<file path="config.mk">
export PLATFORM = sky130hd
export DESIGN_NAME = product_accumulator_flat
export DESIGN_NICKNAME = d
export VERILOG_FILES = /design/src/rtl/product_accumulator_pkg.sv /design/src/rtl/product_accumulator_if.sv /design/src/rtl/product_accumulator_up_counter.sv /design/src/rtl/product_accumulator.sv /design/src/flat_wrapper.sv
export SDC_FILE = /design/constraint.sdc
export NUM_CORES = 1
export LEC_CHECK = 0
export ABC_CLOCK_PERIOD_IN_PS = 2500
export BUFFER_PORTS_ARGS = -buffer_cell sky130_fd_sc_hd__clkbuf_2
export CAP_MARGIN = 20
export CORE_MARGIN = 2
export CORE_UTILIZATION = 41
export CTS_CLUSTER_SIZE = 10
export DETAILED_ROUTE_END_ITERATION = 8
export GPL_TIMING_DRIVEN = 0
export PLACE_DENSITY = 0.64
export RECOVER_POWER = 50
export SLEW_MARGIN = 40
export SYNTH_ARGS = -nofsm -noshare
export SYNTH_HDL_FRONTEND = slang
export SYNTH_SLANG_ARGS = --single-unit
</file>
<file path="constraint.sdc">
create_clock -name clk_i -period 2.5 [get_ports clk_i]
set_input_delay 0.25 -clock clk_i [delete_from_list [all_inputs] [get_ports clk_i]]
set_output_delay 0.25 -clock clk_i [all_outputs]
set_load 0.02 [all_outputs]
</file>
<file path="src/rtl/product_accumulator_pkg.sv">
// -----------------------------------------------------------------------------
// product_accumulator_pkg
// Shared typedefs for the datapath FSMs of the product accumulator.
//   acc_state_e : ACCUM collects product terms, DONE holds a finished sum.
// -----------------------------------------------------------------------------
package product_accumulator_pkg;

    typedef enum logic {
        ACCUM = 1'b0,
        DONE  = 1'b1
    } acc_state_e;

endpackage : product_accumulator_pkg

</file>
<file path="src/rtl/product_accumulator_if.sv">
// -----------------------------------------------------------------------------
// product_accumulator_if
// Stream bundle between a producer of product terms and the accumulator.
//   clear_i  : synchronous abort of the current group / pending result
//   valid_i, ready_o, data_i : input term handshake (width_p bits)
//   valid_o, ready_i, sum_o  : output sum handshake (sum_w bits)
// Modports: slave = accumulator side, master = producer/consumer side.
// -----------------------------------------------------------------------------
interface product_accumulator_if #(
    parameter int width_p = 8,
    parameter int count_p = 4
);
    localparam int sum_w = width_p + $clog2(count_p);

    logic               clear_i;
    logic               valid_i;
    logic               ready_o;
    logic [width_p-1:0] data_i;
    logic               valid_o;
    logic               ready_i;
    logic [sum_w-1:0]   sum_o;

    modport slave (
        input  clear_i, valid_i, data_i, ready_i,
        output ready_o, valid_o, sum_o
    );

    modport master (
        output clear_i, valid_i, data_i, ready_i,
        input  ready_o, valid_o, sum_o
    );

endinterface : product_accumulator_if

</file>
<file path="src/rtl/product_accumulator_up_counter.sv">
// -----------------------------------------------------------------------------
// up_counter
// Free-running up counter with synchronous clear (priority) and enable.
//   clk_i   : clock, rising edge
//   reset_i : asynchronous active-low reset
//   clear_i : synchronous clear to 0, wins over en_i
//   en_i    : increment by one
//   count_o : current count
// -----------------------------------------------------------------------------
module up_counter #(
    parameter int width_p = 2
) (
    input  logic               clk_i,
    input  logic               reset_i,
    input  logic               clear_i,
    input  logic               en_i,
    output logic [width_p-1:0] count_o
);

    logic [width_p-1:0] count_q;
    logic [width_p-1:0] count_d;

    always_comb begin
        // NOTE: default first so every path assigns count_d -- no latch.
        count_d = count_q;
        if (clear_i) begin
            count_d = '0;
        end else if (en_i) begin
            count_d = count_q + 1'b1;
        end
    end

    // NOTE: sequential state uses non-blocking assignments only.
    always_ff @(posedge clk_i or negedge reset_i) begin
        if (!reset_i) begin
            count_q <= '0;
        end else begin
            count_q <= count_d;
        end
    end

    assign count_o = count_q;

endmodule : up_counter

</file>
<file path="src/rtl/product_accumulator.sv">
// -----------------------------------------------------------------------------
// product_accumulator
// Sums count_p unsigned product terms of width_p bits and presents the total
// on a valid/ready output. The sum is width_p + $clog2(count_p) bits wide, so
// it can never wrap.
//   clk_i   : clock, rising edge
//   reset_i : asynchronous active-low reset; discards everything at once
//   bus     : product_accumulator_if.slave (clear, term input, sum output)
// ACCUM accepts terms (ready_o=1); DONE holds the sum (valid_o=1) until the
// consumer takes it or clear_i drops it.
// -----------------------------------------------------------------------------
module product_accumulator
    import product_accumulator_pkg::*;
#(
    parameter int width_p = 8,
    parameter int count_p = 4
) (
    input  logic                  clk_i,
    input  logic                  reset_i,
    product_accumulator_if.slave  bus
);

    localparam int sum_w = width_p + $clog2(count_p);
    localparam int cnt_w = $clog2(count_p);
    localparam logic [cnt_w-1:0] last_cnt = cnt_w'(count_p - 1);

    acc_state_e       state_q, state_d;
    logic [sum_w-1:0] acc_q, acc_d;
    logic [cnt_w-1:0] cnt;
    logic             in_hs;
    logic             last_term;
    logic             cnt_clear;

    assign bus.ready_o = (state_q == ACCUM);
    assign bus.valid_o = (state_q == DONE);
    assign bus.sum_o   = acc_q;

    assign in_hs     = bus.valid_i & bus.ready_o;
    assign last_term = (cnt == last_cnt);
    // Clearing on the final term keeps the count correct for any count_p,
    // not just powers of two where it would wrap naturally.
    assign cnt_clear = bus.clear_i | (in_hs & last_term);

    up_counter #(
        .width_p (cnt_w)
    ) u_cnt (
        .clk_i   (clk_i),
        .reset_i (reset_i),
        .clear_i (cnt_clear),
        .en_i    (in_hs),
        .count_o (cnt)
    );

    always_comb begin
        state_d = state_q;
        acc_d   = acc_q;
        unique case (state_q)
            ACCUM: begin
                if (in_hs) begin
                    acc_d = acc_q + sum_w'(bus.data_i);
                    if (last_term) begin
                        state_d = DONE;
                    end
                end
            end
            DONE: begin
                if (bus.ready_i) begin
                    acc_d   = '0;
                    state_d = ACCUM;
                end
            end
            default: begin
                state_d = ACCUM;
                acc_d   = '0;
            end
        endcase
        // Abort overrides every handshake, including a pending output.
        if (bus.clear_i) begin
            state_d = ACCUM;
            acc_d   = '0;
        end
    end

    always_ff @(posedge clk_i or negedge reset_i) begin
        if (!reset_i) begin
            state_q <= ACCUM;
            acc_q   <= '0;
        end else begin
            state_q <= state_d;
            acc_q   <= acc_d;
        end
    end

endmodule : product_accumulator

</file>
<file path="src/flat_wrapper.sv">
// flat-port wrapper written by rule: the top's interface ports become plain ports
module product_accumulator_flat import product_accumulator_pkg::*;
#(
    parameter int width_p = 8,
    parameter int count_p = 4
)
  (clk_i, reset_i, bus_clear_i, bus_valid_i, bus_data_i, bus_ready_i, bus_ready_o, bus_valid_o, bus_sum_o);
  product_accumulator_if #(.width_p(width_p), .count_p(count_p)) bus_i ();
  input  logic clk_i;
  input  logic reset_i;
  input wire logic [$bits(bus_i.clear_i)-1:0] bus_clear_i;
  input wire logic [$bits(bus_i.valid_i)-1:0] bus_valid_i;
  input wire logic [$bits(bus_i.data_i)-1:0] bus_data_i;
  input wire logic [$bits(bus_i.ready_i)-1:0] bus_ready_i;
  output wire logic [$bits(bus_i.ready_o)-1:0] bus_ready_o;
  output wire logic [$bits(bus_i.valid_o)-1:0] bus_valid_o;
  output wire logic [$bits(bus_i.sum_o)-1:0] bus_sum_o;
  assign bus_i.clear_i = bus_clear_i;
  assign bus_i.valid_i = bus_valid_i;
  assign bus_i.data_i = bus_data_i;
  assign bus_i.ready_i = bus_ready_i;
  assign bus_ready_o = bus_i.ready_o;
  assign bus_valid_o = bus_i.valid_o;
  assign bus_sum_o = bus_i.sum_o;
  product_accumulator #(.width_p(width_p), .count_p(count_p)) u_core (.clk_i(clk_i), .reset_i(reset_i), .bus(bus_i));
endmodule
</file>
==> impl_results.md, run 1 <==
- Status: finished, final reports clean
- Worst rel slew slack: 52.0%
- Max Fclk: 508 MHz
- Clock latency on the worst-skew pair: 0.28 ns
- Min Hold Slack: 0.201 ns
- PortBufs: 24
- Max-Cap Viols: 0
- Clock Skews: 0.0102 ns
- FF+latch count, synth: 13
- Fin Setup TNS: 0 ns
- Starting Density: 43.9%
- DRT antenna net count: 0
- H-Tree Depth: 1
- RSZ-0062 raised after global routing: false
- CP max stage delay: 0.41 ns
- DR WL/cell: 11.8 um
- Leakage: 0.000514 uW
- Min-Delay Endpoint: u_core.bus.valid_o$_DFF_PN0_
- Reg2Reg Setup Slack: 0.53 ns
- Sequential area share after synthesis: 37.4%
- Initial antenna violation count: 0
- Commonest non-fill, non-tap cells in the layout: clkbuf_2, dfrtp_1, nand2_1, ha_1
- Slew @ Worst Pin: 0.720 ns
- CTS clk-pin slew, worst paths: 0.09 ns
- Synthesized cell area: 870 um^2
- Fin crit period: 1.97 ns
- Critical path class: reg2reg
- Tcrit/Tclk final: 78.7%
- Pre-antenna DRT Iters: 4
- Largest net degree at the start of global routing: 14
- Core area: 1980 um^2
- Pwr Density: 548 nW/um^2
- Iter 0 DRT Violations: 4
- Vias in the first global route: 734
- Hold Path Cell Cnt: 2
- Startpoint Class: flip-flop
- Commonest non-fill, non-tap cell in the layout: clkbuf_2
- Synthesis-to-finish area growth: 21.2%
- Gr ovfl total: 0
- Worst Path Max Fanout: 5
- Cell count of the worst reg-to-reg path: 6
- Die H: 50.1 um
- Gr usage total: 16.2%
- TritonCTS buffer count: 3
- RR Startpoint: u_core.bus.sum_o[3]$_DFFE_PN0P_
- Final slew viol count: 0
- Root buffer selected by CTS: clkbuf_4
- Worst hold path class: in2reg
- GP Congestion: 0.811
- CTS sink cnt: 13
- Critical path arrival: 2.13 ns
- Nets: 145
- Maximum clock path buffer count: 2
- N_diodes: 0
- Synth warn: 0
- CP top delay family: compound AO/OA/AOI/OAI gates
- First-pass GRT wire length: 3.07 mm
- Via count: 772
- Cells after synthesis: 92
- Worst Path Buf+Inv: 0
- Crit-path most repeated cell: a21oi_2
- Total Wirelength: 1.75 mm
- CTS tree: built
- DP Wirelength: 1.37 mm
- Final setup viols: 0
- Post-Syn Nets: 115
- Cell Chain, Critical Path: ha_1 > a21o_1 > a21oi_2 > a21oi_2 > or3_1 > a32o_1
- Cell Rows: 16
- HP Start: bus_clear_i
- # DRC: 0
- Via-to-Cell Ratio: 5.22
- Reg2reg end: u_core.bus.sum_o[7]$_DFFE_PN0P_
- Worst Path Required: 2.66 ns
- Netlist cell types: 29
- Crit path capture type: flip-flop
- # IOs: 25
- CP max stage cell: dfrtp_1
- Ratio of cells with drive above 1 in the final layout: 20.7%
- Die footprint: 2510 um^2
- Die width: 50.1 um
- Final number of hold-violating endpoints: 0
- Peak supply drop: 0.228 mV
- Avg Synthesized Cell Area: 9.45 um^2
## cells by family (layout without fill, tap and decap cells)
group,Yosys count,after routing,synth area share (%)
muxes,1,1,1.15
DFF,13,13,37.4
buffers and inverters,6,35,2.59
adders and majority gates,10,10,15.3
xor gates and xnor gates,4,4,4.03
and+or+nand+nor,27,27,15.4
AOI/OAI and AO/OA,31,31,24.2
## flip-flops by register name (all words and copies together) (netlist names)
signal                cells
u_core.bus.sum_o         10
u_core.bus.valid_o        1
u_core.u_cnt.count_o      2
## cells in the mapped netlist
cell       number  share of area [%]
dfrtp_1        13                 37
ha_1            9                 13
nand2_1         9                3.9
a21oi_1         8                4.6
o21ai_0         8                4.6
inv_1           6                2.6
nor2_1          6                2.6
nand2b_1        5                3.6
xor2_1          3                3.0
a21o_1          2                1.7
a21oi_2         2                2.0
a32o_1          2                2.3
nor2b_1         2                1.4
o22ai_1         2                1.4
a2111o_1        1                1.3
a211oi_1        1               0.86
a211oi_2        1                1.4
a22o_1          1                1.0
a2bb2oi_1       1                1.0
fa_1            1                2.3
mux2i_1         1                1.2
nand3b_1        1               0.86
nand4_1         1               0.72
nand4b_1        1                1.0
nor3_1          1               0.57
o211ai_1        1               0.86
o31a_1          1                1.0
or3_1           1               0.72
xnor2_1         1                1.0
## layout make-up
class	count	area, um^2
Multi-Input combinational cell	73	522
Inverter	6	22.5
Sequential cell	13	325
Fill cell	214	928
Timing Repair Buffer	25	124
Tap cell	27	33.8
Clock buffer	4	26.3
## per-stage QoR
stage	cell area, um^2	setup WS, ns	instances	power [uW]	utilization [%]
final	1050	0.532	148	578	53.2
after global placement	1020	0.581	143	450	51.6
after detailed placement	1020	0.571	143	454	51.6
after floorplan	870	0.549	92	396	-
after CTS	1060	0.544	148	591	53.5
after global routing	1050	0.415	148	623	53.2
## power by group
group / switching (uW) / internal, uW
Combinational: 116 / 84.7
Sequential: 15.6 / 230
Clock: 68.8 / 61.8
## metal layers
layer / up-vias / share of wire [%] / track usage, % / routed length [um]
met5: - / 0 / 0 / 0
met4: 0 / 1.6 / 8.33 / 28
met3: 4 / 5.2 / 3.03 / 91
met2: 20 / 46 / 26.5 / 797
met1: 354 / 47 / 20.1 / 827
li1: 394 / - / - / -
## what timing repair did
item                                    CTS  global route
buffers inserted                          0             0
endpoints found under the setup margin    0             0
endpoints found under the hold margin    13             0
hold buffers                              1             0
resized for setup                         0             0
## worst max path at each step
| stage | startpoint | endpoint | slack (ns) | cells after the start |
|---|---|---|---|---|
| 6_report | u_core.bus.sum_o[3]$_DFFE_PN0P_ | u_core.bus.sum_o[7]$_DFFE_PN0P_ | 0.53 | 6 |
| 5_1_grt | u_core.bus.sum_o[0]$_DFFE_PN0P_ | u_core.bus.sum_o[8]$_DFFE_PN0P_ | 0.41 | 8 |
| 4_1_cts | u_core.bus.sum_o[3]$_DFFE_PN0P_ | u_core.bus.sum_o[7]$_DFFE_PN0P_ | 0.54 | 6 |
| 3_5_place_dp | u_core.bus.sum_o[3]$_DFFE_PN0P_ | u_core.bus.sum_o[7]$_DFFE_PN0P_ | 0.57 | 6 |
| 3_3_place_gp | u_core.bus.sum_o[3]$_DFFE_PN0P_ | u_core.bus.sum_o[7]$_DFFE_PN0P_ | 0.58 | 6 |
| 2_1_floorplan | u_core.bus.sum_o[3]$_DFFE_PN0P_ | u_core.bus.sum_o[7]$_DFFE_PN0P_ | 0.55 | 6 |
Power figures use the tool's default switching activity.
==> inputs of run 2 (changes only) <==
ABC_CLOCK_PERIOD_IN_PS = 1950   (was 2500)
clock period = 1.95 ns   (was 2.5 ns; I/O delays follow)
==> run 2 against run 1 <==
  * Highest routed layer unchanged
  * Sequential share of layout area decreased by 0.67 points
  * Largest power group unchanged
  * Register-to-register slack got worse by 0.40 ns
  * Design area increased by 2.6%
  * Non-clock buffer count unchanged
  * Critical path depth unchanged
  * Clock power increased by 38%
  * Clock skew decreased by 0.0060 ns
==> impl_results.md, run 2 (synthesized netlist as in run 1, its figures left out) <==
- Crit path capture type: flip-flop (unchanged)
- DR WL/cell: 12.9 um (was 11.8 um)
- RSZ-0062 raised after global routing: false (unchanged)
- TritonCTS buffer count: 3 (unchanged)
- H-Tree Depth: 1 (unchanged)
- Die width: 50.1 um (unchanged)
- HP Start: bus_clear_i (unchanged)
- Synthesis-to-finish area growth: 24.3% (was 21.2%)
- Iter 0 DRT Violations: 11 (was 4)
- Pre-antenna DRT Iters: 4 (unchanged)
- Starting Density: 43.9% (unchanged)
- Die footprint: 2510 um^2 (unchanged)
- CTS tree: built (unchanged)
- Fillers: 194 (was 214)
- Final setup viols: 0 (unchanged)
- Crit path from: u_core.bus.sum_o[3]$_DFFE_PN0P_ (unchanged)
- N_diodes: 0 (unchanged)
- Total Wirelength: 1.90 mm (was 1.75 mm)
- Critical path arrival: 2.00 ns (was 2.13 ns)
- DRT antenna net count: 0 (unchanged)
- Fin Setup TNS: 0 ns (unchanged)
- Max-Cap Viols: 0 (unchanged)
- Max reg flops: 10 (unchanged)
- Final number of hold-violating endpoints: 0 (unchanged)
- Startpoint Class: flip-flop (unchanged)
- Fin crit period: 1.82 ns (was 1.97 ns)
- DP Wirelength: 1.47 mm (was 1.37 mm)
- Via-to-Cell Ratio: 5.22 (about the same)
- Clock Skews: 0.00417 ns (was 0.0102 ns)
- Root buffer selected by CTS: clkbuf_4 (unchanged)
- Initial antenna violation count: 0 (unchanged)
- Largest net degree at the start of global routing: 14 (unchanged)
- Worst hold path class: in2reg (unchanged)
- Commonest non-fill, non-tap cell in the layout: clkbuf_2 (unchanged)
- Critical path class: reg2reg (unchanged)
- Clock latency on the worst-skew pair: 0.29 ns (was 0.28 ns)
- Final slew viol count: 0 (unchanged)
- Worst rel slew slack: 52.1% (was 52.0%)
- Pwr Density: 717 nW/um^2 (was 548 nW/um^2)
- Peak supply drop: 0.427 mV (was 0.228 mV)
- Commonest non-fill, non-tap cells in the layout: clkbuf_2, dfrtp_1, nand2_1, ha_1 (unchanged)
- First-pass GRT wire length: 3.32 mm (was 3.07 mm)
- Worst Path Required: 2.13 ns (was 2.66 ns)
- Status: finished, final reports clean (unchanged)
- PortBufs: 24 (unchanged)
- Via count: 773 (was 772)
- Slew @ Worst Pin: 0.718 ns (was 0.720 ns)
- # IOs: 25 (unchanged)
- Nets: 145 (unchanged)
- Die H: 50.1 um (unchanged)
- Worst Path Max Fanout: 5 (unchanged)
- Leakage: 0.000519 uW (was 0.000514 uW)
- Core area: 1980 um^2 (unchanged)
- RR Startpoint: u_core.bus.sum_o[3]$_DFFE_PN0P_ (unchanged)
- Ratio of cells with drive above 1 in the final layout: 24.0% (was 20.7%)
- # DRC: 0 (unchanged)
- Max Fclk: 549 MHz (was 508 MHz)
- Gr usage total: 17.9% (was 16.2%)
- Cell Rows: 16 (unchanged)
- Gr ovfl total: 0 (unchanged)
- Total Power: 775 uW (was 578 uW)
- CTS clk-pin slew, worst paths: 0.09 ns (about the same)
- Vias in the first global route: 750 (was 734)
- Maximum clock path buffer count: 2 (unchanged)
- CTS sink cnt: 13 (unchanged)
- GP Congestion: 0.758 (was 0.811)
- Tcrit/Tclk final: 93.3% (was 78.7%)
## run 2: cell counts in the layout (fill, tap and decap cells not counted)
No cell type changed its count.
## run 2: metal layers
layer	track usage (%)	share of wire, %	up-vias	wire [um]
met2	29.6	48	19	922
met1	22.1	46	356	868
li1	-	-	396	-
met3	5.45	4.8	2	92
met4	5.56	1.0	0	19
met5	0	0	-	0
## run 2: path summary, 6_finish.rpt
kind                                                  endpoint  slack [ns]  depth (start not counted)
setup / recovery               u_core.bus.sum_o[7]$_DFFE_PN0P_        0.13                          6
hold / removal             u_core.u_cnt.count_o[1]$_DFFE_PN0P_        0.13                          2
setup reg to reg               u_core.bus.sum_o[7]$_DFFE_PN0P_        0.13                          6
hold reg to reg                u_core.bus.sum_o[9]$_DFFE_PN0P_        0.50                          1
max in group asynchronous      u_core.bus.sum_o[3]$_DFFE_PN0P_        1.00                          2
min in group asynchronous      u_core.bus.sum_o[4]$_DFFE_PN0P_        0.46                          2
## run 2: worst max-delay path, stage by stage, from the launching register on
cell	delay (ns)
dfrtp_2	0.44
ha_4	0.27
a21o_1	0.18
a21oi_2	0.18
a21oi_2	0.08
or3_1	0.31
a32o_1	0.25
## run 2: cell type report
type | instances | area (um^2) | share of cell area (%)
repair buffers | 25 | 123 | 11.3
well taps | 27 | 33.8 | 3.12
multi-input cells | 73 | 549 | 50.8
inverters | 6 | 22.5 | 2.08
flip-flops and latches | 13 | 327 | 30.2
clock buffers | 4 | 26.3 | 2.43
## run 2: power breakdown
| part | leakage, uW | internal, uW | total [uW] | switching [uW] |
|---|---|---|---|---|
| combinational | 0.000331 | 118 | 276 | 158 |
| sequential | 0.000173 | 296 | 318 | 21.9 |
| clock | 0.0000150 | 79.6 | 181 | 101 |
| total | 0.000519 | 493 | 775 | 281 |
## run 2: per-stage QoR
step           hold slack (ns)  util (%)  instance area (um^2)  worst slack (ns)  std cells
6_report                 0.134      54.5                  1080             0.130        148
5_1_grt                  0.138      54.5                  1080            0.0174        148
4_1_cts                  0.124      54.1                  1070            0.0545        148
3_5_place_dp             0.117      52.3                  1040            0.0711        143
3_3_place_gp             0.122      52.3                  1040            0.0836        143
2_1_floorplan           -0.101         -                   882            0.0820         92
## run 2: timing repair
action	CTS	global route
setup endpoints to repair	0	3
setup buffers	0	0
gates resized for setup	0	5
hold buffers	1	0
endpoints found under the hold margin	13	0
